<file path="src/rtl/clock_gate_ctrl_if.sv">
// ---------------------------------------------------------------------------
// clock_gate_ctrl_if
//   Bundles the activity inputs and the gate/handshake outputs of
//   clock_gate_ctrl. The controller sits on the slave modport. The block
//   that requests service sits on the master modport.
//
//   Signals (direction seen from the controller):
//     busy_i        in   downstream logic active, keeps clock running
//     req_i         in   wake/service request (four-phase level handshake)
//     force_on_i    in   debug override, clock never gated while high
//     en_o          out  gate enable for clock_gating.en_i
//     ack_o         out  request granted, gated clock running and settled
//     gated_o       out  1 while the clock is gated off
//     gate_count_o  out  saturating count of RUN/IDLE_WAIT -> GATED events
//     state_o       out  FSM state (debug): 0 RUN, 1 IDLE_WAIT, 2 GATED, 3 WAKE
//
//   Handshake: the requester raises req_i and holds it until ack_o is seen
//   high. It then drops req_i, and ack_o drops one edge later. Both sides
//   move one level per phase. Dropping req_i before ack_o is a protocol
//   violation. In that case ack_o simply never rises for that request.
// ---------------------------------------------------------------------------
interface clock_gate_ctrl_if #(
    parameter int CNT_W = 8
);
    logic             busy_i;
    logic             req_i;
    logic             force_on_i;
    logic             en_o;
    logic             ack_o;
    logic             gated_o;
    logic [CNT_W-1:0] gate_count_o;
    logic [1:0]       state_o;

    modport master (
        output busy_i, req_i, force_on_i,
        input  en_o, ack_o, gated_o, gate_count_o, state_o
    );

    modport slave (
        input  busy_i, req_i, force_on_i,
        output en_o, ack_o, gated_o, gate_count_o, state_o
    );
endinterface

</file>
<file path="src/rtl/clock_gate_ctrl.sv">
// ---------------------------------------------------------------------------
// clock_gate_ctrl
//   Generates the enable for a downstream clock_gating cell. The clock is
//   gated off only after IDLE_CYCLES consecutive idle edges. When activity
//   returns, the clock is re-enabled, and a request is acknowledged only
//   after a WAKE_CYCLES settle window. The block runs on the free-running
//   clock.
//
//   Ports:
//     clk_i   free-running (ungated) clock
//     rst_ni  asynchronous active-low reset. Assertion is immediate and
//             restores en_o=1. Release is synchronised to clk_i.
//     bus     clock_gate_ctrl_if.slave (see interface header for signals)
//
//   Parameters:
//     IDLE_CYCLES  idle edges before gating off (>= 1)
//     WAKE_CYCLES  settle edges after re-enable before ack (0 = none)
//     CNT_W        width of the saturating gate-event counter
// ---------------------------------------------------------------------------
module clock_gate_ctrl #(
    parameter int IDLE_CYCLES = 8,
    parameter int WAKE_CYCLES = 2,
    parameter int CNT_W       = 8
) (
    input  logic            clk_i,
    input  logic            rst_ni,
    clock_gate_ctrl_if.slave bus
);
    localparam int IW = $clog2(IDLE_CYCLES + 1);
    localparam int WW = (WAKE_CYCLES < 1) ? 1 : $clog2(WAKE_CYCLES + 1);
    localparam logic [IW-1:0] IDLE_LAST = IW'(IDLE_CYCLES);
    localparam logic [WW-1:0] WAKE_LAST = WW'(WAKE_CYCLES);

    typedef enum logic [1:0] {
        RUN       = 2'd0,
        IDLE_WAIT = 2'd1,
        GATED     = 2'd2,
        WAKE      = 2'd3
    } state_e;

    // Reset synchroniser: the reset asserts asynchronously. Its release is
    // retimed to clk_i so that no flop leaves reset on an ambiguous edge.
    logic rst_meta_q;
    logic rst_sync_n;

    always_ff @(posedge clk_i or negedge rst_ni) begin
        if (!rst_ni) begin
            rst_meta_q <= 1'b0;
            rst_sync_n <= 1'b0;
        end else begin
            rst_meta_q <= 1'b1;
            rst_sync_n <= rst_meta_q;
        end
    end

    state_e           state_q, state_d;
    logic [IW-1:0]    idle_q, idle_d;
    logic [WW-1:0]    wake_q, wake_d;
    logic             en_q, gated_q, ack_q;
    logic [CNT_W-1:0] cnt_q;
    logic             active;
    logic             gate_evt;

    assign active = bus.busy_i | bus.req_i | bus.force_on_i;

    always_comb begin
        state_d = state_q;
        idle_d  = idle_q;
        wake_d  = wake_q;
        case (state_q)
            RUN: begin
                if (!active) begin
                    if (IDLE_CYCLES == 1) begin
                        state_d = GATED;
                        idle_d  = '0;
                    end else begin
                        state_d = IDLE_WAIT;
                        idle_d  = IW'(1);
                    end
                end
            end
            IDLE_WAIT: begin
                // Activity takes priority over an expiring idle count.
                if (active) begin
                    state_d = RUN;
                    idle_d  = '0;
                end else if (idle_q + IW'(1) == IDLE_LAST) begin
                    state_d = GATED;
                    idle_d  = '0;
                end else begin
                    idle_d  = idle_q + IW'(1);
                end
            end
            GATED: begin
                if (active) begin
                    state_d = (WAKE_CYCLES == 0) ? RUN : WAKE;
                    wake_d  = '0;
                end
            end
            WAKE: begin
                // The settle window always runs to completion, even if activity drops.
                if (WAKE_CYCLES == 0 || wake_q + WW'(1) == WAKE_LAST) begin
                    state_d = RUN;
                    wake_d  = '0;
                end else begin
                    wake_d  = wake_q + WW'(1);
                end
            end
            default: state_d = RUN;
        endcase
    end

    assign gate_evt = (state_q != GATED) && (state_d == GATED);

    // The outputs are decoded from the next state and then registered, so
    // en_o changes only on a rising clk_i edge. It is therefore stable
    // through the low phase that the clock_gating latch samples.
    always_ff @(posedge clk_i or negedge rst_sync_n) begin
        if (!rst_sync_n) begin
            state_q <= RUN;
            idle_q  <= '0;
            wake_q  <= '0;
            en_q    <= 1'b1;
            gated_q <= 1'b0;
            ack_q   <= 1'b0;
            cnt_q   <= '0;
        end else begin
            state_q <= state_d;
            idle_q  <= idle_d;
            wake_q  <= wake_d;
            en_q    <= (state_d != GATED);
            gated_q <= (state_d == GATED);
            // A request held high keeps the FSM in RUN, so ack follows req only while in RUN.
            ack_q   <= bus.req_i && (state_q == RUN);
            if (gate_evt && (cnt_q != {CNT_W{1'b1}})) begin
                cnt_q <= cnt_q + CNT_W'(1);
            end
        end
    end

    assign bus.en_o         = en_q;
    assign bus.gated_o      = gated_q;
    assign bus.ack_o        = ack_q;
    assign bus.gate_count_o = cnt_q;
    assign bus.state_o      = state_q;
endmodule
</file>
<file path="src/flat_wrapper.sv">
// flat-port wrapper written by rule: the top's interface ports become plain ports
module clock_gate_ctrl_flat 
#(
    parameter int IDLE_CYCLES = 8,
    parameter int WAKE_CYCLES = 2,
    parameter int CNT_W       = 8
)
  (clk_i, rst_ni, bus_busy_i, bus_req_i, bus_force_on_i, bus_en_o, bus_ack_o, bus_gated_o, bus_gate_count_o, bus_state_o);
  clock_gate_ctrl_if #(.CNT_W(CNT_W)) bus_i ();
  input  logic clk_i;
  input  logic rst_ni;
  input wire logic [$bits(bus_i.busy_i)-1:0] bus_busy_i;
  input wire logic [$bits(bus_i.req_i)-1:0] bus_req_i;
  input wire logic [$bits(bus_i.force_on_i)-1:0] bus_force_on_i;
  output wire logic [$bits(bus_i.en_o)-1:0] bus_en_o;
  output wire logic [$bits(bus_i.ack_o)-1:0] bus_ack_o;
  output wire logic [$bits(bus_i.gated_o)-1:0] bus_gated_o;
  output wire logic [$bits(bus_i.gate_count_o)-1:0] bus_gate_count_o;
  output wire logic [$bits(bus_i.state_o)-1:0] bus_state_o;
  assign bus_i.busy_i = bus_busy_i;
  assign bus_i.req_i = bus_req_i;
  assign bus_i.force_on_i = bus_force_on_i;
  assign bus_en_o = bus_i.en_o;
  assign bus_ack_o = bus_i.ack_o;
  assign bus_gated_o = bus_i.gated_o;
  assign bus_gate_count_o = bus_i.gate_count_o;
  assign bus_state_o = bus_i.state_o;
  clock_gate_ctrl #(.IDLE_CYCLES(IDLE_CYCLES), .WAKE_CYCLES(WAKE_CYCLES), .CNT_W(CNT_W)) u_core (.clk_i(clk_i), .rst_ni(rst_ni), .bus(bus_i));
endmodule
</file>
<file path="config.mk">
export PLATFORM = sky130hd
export DESIGN_NAME = clock_gate_ctrl_flat
export DESIGN_NICKNAME = d
export VERILOG_FILES = /design/src/rtl/clock_gate_ctrl_if.sv /design/src/rtl/clock_gate_ctrl.sv /design/src/flat_wrapper.sv
export SDC_FILE = /design/constraint.sdc
export NUM_CORES = 1
export LEC_CHECK = 0
export ABC_AREA = 1
export CAP_MARGIN = 20
export CORE_UTILIZATION = 30
export DETAILED_ROUTE_END_ITERATION = 8
export GPL_TIMING_DRIVEN = 0
export PLACE_DENSITY_LB_ADDON = 0.15
export SETUP_SLACK_MARGIN = 0.2
export SLEW_MARGIN = 15
export SYNTH_ARGS = -nofsm -noshare
export SYNTH_HDL_FRONTEND = slang
export SYNTH_SLANG_ARGS = --single-unit
</file>
<file path="constraint.sdc">
create_clock -name clk_i -period 0.8 [get_ports clk_i]
set_input_delay 0.08 -clock clk_i [delete_from_list [all_inputs] [get_ports clk_i]]
set_output_delay 0.08 -clock clk_i [all_outputs]
set_load 0.1 [all_outputs]
</file>
==> impl_metrics.ini, run 1 <==
[grt]
overflow = 0
grt_usage_pct = 14.76
grt_start_max_net_pins = 20
grt_pass1_wl_um = 4767
antenna_found_initial = 0
grt_pass1_vias = 1092

[run]
maxCapViolCount = 0

[clocking]
cts.path.max_buffers = 2
cts_tree = yes
clkSinkCount = 21
cts.reportedPaths.clkPinSlew_ns = 0.08
cts_root_buffer = clkbuf_8
cts-htree-levels = 1
cts_buffers = 3
insertion_delay_ns = 0.27

[yosys]
yosys_register_bits = 21
syn_area_um2 = 1170
syn-instance-count = 152
ys_warn_count = 0
ys_types = 25
synth_area_per_cell_um2 = 7.697
yosysSeqAreaShare_pct = 45.03
syn-num-nets = 160

[power]
power.total_mw = 2.131
vdd_drop_max_uv = 515.2
power.density_nw_per_um2 = 1044
p_leak_nw = 0.8928

[die]
io_pins = 18
core_um2 = 3689
rows = 22
start_util_pct = 31.72
die_y_um = 64.45
die_w_um = 64.45
dieArea_um2 = 4153

[placement]
portBuffers = 17
dpl.hpwl_um = 1830
gp_congestion = 0.7800
dpl_worst_slack_ns = -0.9865

[detailed_routing]
wire_per_inst_um = 12.29
num_vias = 1155
drcViolationCount = 0
vias_per_cell = 4.657
drtPass1Iterations = 4
drt_iter0_drc = 32
ant_nets = 0
wirelength_um = 3048

[timing]
setup_ws_ns = -0.5690
setup_viol = 32
slew_viol_final = 0
fin_crit_ns = 1.369
rsz0062_at_grt = true
fin_crit_sh_pct = 171.1
hold_slack_ns = -0.03565
fin_worst_skew_ns = 0.003861
tns_ns = -12.75
fmax_mhz = 730.4
hold_viol = 2

[hold_path]
hp-class = in -> async

[setup_path]
setup.worst_path.class = reg -> reg
crit_path_end_kind = register
critPathRequiredTime_ns = 0.96
cp-start-kind = register
r2r_slack_ns = -0.57
cp_data_arrival_time_ns = 1.53
worst-path-max-fanout = 4

[outcome]
violations = negative hold slack, negative setup slack
status = finished, violations left

[final_layout]
antenna_cells = 0
drive_gt1_share_pct = 53.50
nets = 209
area_growth_pct = 74.44
area by class of cell:
class,count,area (µm²)
multi-input cells,108,715.7
fillers,333,1648
plain buffers,1,11.26
clock buffers,4,45.04
well taps,48,60.06
inverters,22,90.09
flip-flops and latches,21,579.3
repair buffers,44,539.3
per-stage QoR:
step | utilization [%] | std cells | instance area [µm²]
floorplan | - | 152 | 1279
detailed placement | 40.91 | 217 | 1509
CTS | 50.68 | 236 | 1869
finish | 55.33 | 248 | 2041
global route | 55.33 | 248 | 2041
global placement | 40.91 | 217 | 1509
cell usage in the layout, fill, tap and decap left out:
master	n
o21ai_0	4
ha_4	2
buf_12	12
clkdlybuf4s50_1	4
nand2_1	40
buf_4	17
nand3_2	4
nand3_1	9
o21bai_1	1
nand3b_1	1
conb_1	1
nand2_2	10
inv_4	1
o21ai_1	1
nor2_4	5
a21oi_2	2
nand4_4	1
clkinv_4	1
buf_8	2
nor2_1	4
nand2_4	7
nor2_2	2
dfstp_4	1
inv_1	12
dfrtp_4	12
o21ai_2	1
clkbuf_1	1
dfrtp_1	5
dfrtp_2	3
o22ai_2	1
nor3b_2	1
buf_6	10
clkbuf_8	3
nand4_1	8
ha_1	1
inv_2	8
nand3_4	1
xor2_1	1
critical path: stages (launching register included):
cell and delay [ns]:
dfrtp_2 0.45, ha_4 0.18, nand2_4 0.06, nand2_4 0.06, nor2_4 0.13, nand2_2 0.10
nand2_2 0.11, nand2_2 0.08, inv_2 0.05, nand2_1 0.04
synth_stat cells:
cell | number | area [µm²]
nand3b_1 | 1 | 7.510
o21bai_1 | 1 | 7.510
dfrtp_1 | 20 | 500.5
inv_2 | 7 | 26.28
inv_1 | 14 | 52.55
nand4_1 | 8 | 50.05
nor3b_1 | 1 | 7.510
conb_1 | 1 | 3.750
o22ai_1 | 1 | 6.260
nand4_2 | 1 | 12.51
o21ai_1 | 1 | 5.000
xor2_1 | 1 | 8.760
dfstp_2 | 1 | 26.28
nand3_1 | 13 | 65.06
nand2_1 | 53 | 198.9
nor2_4 | 3 | 33.78
o21ai_0 | 5 | 25.02
buf_6 | 1 | 11.26
a21oi_1 | 2 | 10.01
nor2_1 | 6 | 22.52
nand2_2 | 4 | 25.02
nor2_2 | 2 | 12.51
clkinv_1 | 1 | 3.750
ha_1 | 3 | 37.54
nand3_2 | 1 | 10.01
cells by family after synthesis:
kind of cell | after synthesis | synth area share, %
compound gates | 10 | 4.599
simple gates | 93 | 38.07
fa+ha+maj | 3 | 3.209
buf+inv | 23 | 8.021
other cells | 1 | 0.3205
flops | 21 | 45.03
xor+xnor | 1 | 0.7488
flip-flops by register name (all words and copies together), names as in the netlist:
signal                   count
u_core.bus.ack_o             1
u_core.bus.en_o              1
u_core.bus.gate_count_o      8
u_core.bus.gated_o           1
u_core.bus.state_o           2
u_core.idle_q                4
u_core.rst_meta_q            1
u_core.rst_sync_n            1
u_core.wake_q                2
repair_timing:
action,4_1_cts,5_1_grt
hold endpoints to repair,2,2
pin swaps,16,10
endpoints found under the setup margin,43,32
setup buffers,15,12
gates resized for setup,137,22
report_power, final:
group	leakage, nW	internal, mW	switching, mW
combinational	0.616	0.135	0.138
sequential	0.254	1.09	0.0513
clock	0.0228	0.356	0.359
total	0.893	1.58	0.548
path summary, 6_finish.rpt:
check | to | from | cells past startpoint
setup / recovery | u_core.bus.state_o[0]$_DFF_PN0_ | u_core.idle_q[0]$_DFFE_PN0P_ | 9
hold / removal | u_core.rst_sync_n$_DFF_PN0_ | rst_ni | 1
setup reg to reg | u_core.bus.state_o[0]$_DFF_PN0_ | u_core.idle_q[0]$_DFFE_PN0P_ | 9
hold reg to reg | u_core.bus.gate_count_o[7]$_DFFE_PN0P_ | u_core.rst_sync_n$_DFF_PN0_ | 0
max in group asynchronous | u_core.bus.en_o$_DFF_PN1_ | u_core.rst_sync_n$_DFF_PN0_ | 0
min in group clk_i | u_core.rst_sync_n$_DFF_PN0_ | u_core.rst_meta_q$_DFF_PN0_ | 0
layer usage:
metal  global-route usage [%]  part of all wire [%]
met5                        0                     0
met4                    6.667                   2.1
met3                    2.113                   3.4
met2                    25.39                    50
met1                    18.18                    44
Note: power is estimated with default switching activity, not from simulation.
==> run 2, diff against run 1 <==
--- a/config.mk
+++ b/config.mk
@@ -9,9 +9,11 @@
 export CAP_MARGIN = 20
 export CORE_UTILIZATION = 30
 export DETAILED_ROUTE_END_ITERATION = 8
+export DONT_BUFFER_PORTS = 1
 export GPL_TIMING_DRIVEN = 0
 export PLACE_DENSITY_LB_ADDON = 0.15
 export SETUP_SLACK_MARGIN = 0.2
+export SKIP_LAST_GASP = 1
 export SLEW_MARGIN = 15
 export SYNTH_ARGS = -nofsm -noshare
 export SYNTH_HDL_FRONTEND = slang
==> run 2 against run 1 <==
Compared with the run above:
- the run still ends with negative hold slack, negative setup slack left
- cell count decreased by 13%
- worst setup slack got worse by 0.13 ns
- clock power decreased by 2%
- critical endpoint is now u_core.bus.gate_count_o[7]$_DFFE_PN0P_
==> impl_metrics.ini, run 2 (same netlist as run 1, synthesis figures left out) <==
[placement]
portBuffers = 0
gp_congestion = 0.7296
dpl.hpwl_um = 1810
placed_cell_area_um2 = 1339
dpl_worst_slack_ns = -0.7311

[detailed_routing]
drt_iter0_drc = 40
vias_per_cell = 4.636
drtPass1Iterations = 4
wirelength_um = 2548
num_vias = 1006
drcViolationCount = 0
wire_per_inst_um = 11.74
ant_nets = 0

[power]
vdd_drop_max_uv = 516.3
power.density_nw_per_um2 = 1319
p_leak_nw = 0.6757

[final_layout]
area_growth_pct = 31.87
drive_gt1_share_pct = 42.01
largest_reg_flops = 8
nets = 178
final_common_cell = nand2_1
final_core_util_pct = 41.83
fillers = 385
antenna_cells = 0
regArea_um2 = 580.6
multi_input_area_um2 = 661.9
final_area_um2 = 1543
final_cell_mix = 44 x nand2_1, 13 x inv_1, 13 x dfrtp_4

[timing]
fmax_mhz = 667.1
tns_ns = -13.60
hold_viol = 1
slew_viol_final = 0
setup_viol = 32
fin_crit_sh_pct = 187.4
setup_ws_ns = -0.6990
rsz0062_at_grt = true
fin_crit_ns = 1.499
fin_worst_skew_ns = 0.005373
hold_slack_ns = -0.02170

[clocking]
cts.reportedPaths.clkPinSlew_ns = 0.08
cts_buffers = 3
insertion_delay_ns = 0.26
cts-htree-levels = 1
ctsHoldBuffers = 1
cts_root_buffer = clkbuf_8
cts_tree = yes
clkSinkCount = 21
cts.path.max_buffers = 2

[outcome]
violations = negative hold slack, negative setup slack
status = finished, violations left

[setup_path]
cp-start-kind = register
critPathRequiredTime_ns = 1.00
setup.worst_path.class = reg -> reg
crit_path_end_kind = register
cp_data_arrival_time_ns = 1.69
worst-path-max-fanout = 8

[die]
rows = 22
core_um2 = 3689
io_pins = 18
start_util_pct = 31.72
dieArea_um2 = 4153
die_w_um = 64.45
die_y_um = 64.45

[grt]
grt_usage_pct = 14.79
grt_pass1_wl_um = 4685
grt_pass1_vias = 1085
grt_start_max_net_pins = 20
overflow = 0
antenna_found_initial = 0

[hold_path]
hp-class = in -> reg

[run]
maxCapViolCount = 0
-- run 2: path summary, 6_finish.rpt --
kind	to	cells after the start	slack, ns	from
worst max register to register	u_core.bus.gate_count_o[7]$_DFFE_PN0P_	8	-0.70	u_core.bus.state_o[1]$_DFF_PN0_
worst max-delay path	u_core.bus.gate_count_o[7]$_DFFE_PN0P_	8	-0.70	u_core.bus.state_o[1]$_DFF_PN0_
min in group asynchronous	u_core.rst_sync_n$_DFF_PN0_	1	0.04	rst_ni
worst min register to register	u_core.idle_q[0]$_DFFE_PN0P_	0	0.20	u_core.rst_sync_n$_DFF_PN0_
worst min-delay path	u_core.bus.ack_o$_DFF_PN0_	1	-0.02	bus_req_i
max in group asynchronous	u_core.bus.en_o$_DFF_PN1_	0	0.33	u_core.rst_sync_n$_DFF_PN0_
-- run 2: through the flow --
step / power (mW) / std cells
floorplan: 1.264 / 152
global placement: 1.286 / 200
detailed placement: 1.291 / 200
CTS: 2.058 / 215
global route: 2.136 / 217
finish: 2.035 / 217
-- run 2: layer usage --
metal / vias to the layer above / part of all wire (%) / track usage (%)
met3: 4 / 2.8 / 3.521
met1: 477 / 43 / 17.45
li1: 515 / - / -
met5: - / 0 / 0
met4: 0 / 1.3 / 6.389
met2: 10 / 53 / 25.39
-- run 2: critical path, stage by stage (launching register included) --
cell	delay, ns
dfrtp_4	0.65
inv_4	0.13
nand2_4	0.06
nor2_4	0.13
buf_6	0.14
inv_2	0.04
nor2_4	0.13
nand3_2	0.08
nand2_1	0.07
-- run 2: power by group --
group	internal (mW)	switching, mW	leakage (nW)
logic	0.0816	0.0775	0.395
clock network	0.347	0.350	0.0255
registers	1.09	0.0876	0.255
-- run 2: cell type report --
| class | instances | area share (%) |
|---|---|---|
| inverters | 22 | 5.839 |
| repair buffers | 12 | 6.002 |
| plain buffers | 1 | 0.7299 |
| multi-input cells | 109 | 42.90 |
| flip-flops and latches | 21 | 37.63 |
| clock buffers | 3 | 2.676 |
| well taps | 48 | 3.893 |
| clock inverters | 1 | 0.3244 |
-- run 2: repair_timing --
action,CTS,global route
gates resized for setup,9,8
buffers inserted,9,2
endpoints found under the setup margin,36,32
hold endpoints to repair,3,1
gates cloned,1,0
pin swaps,3,5
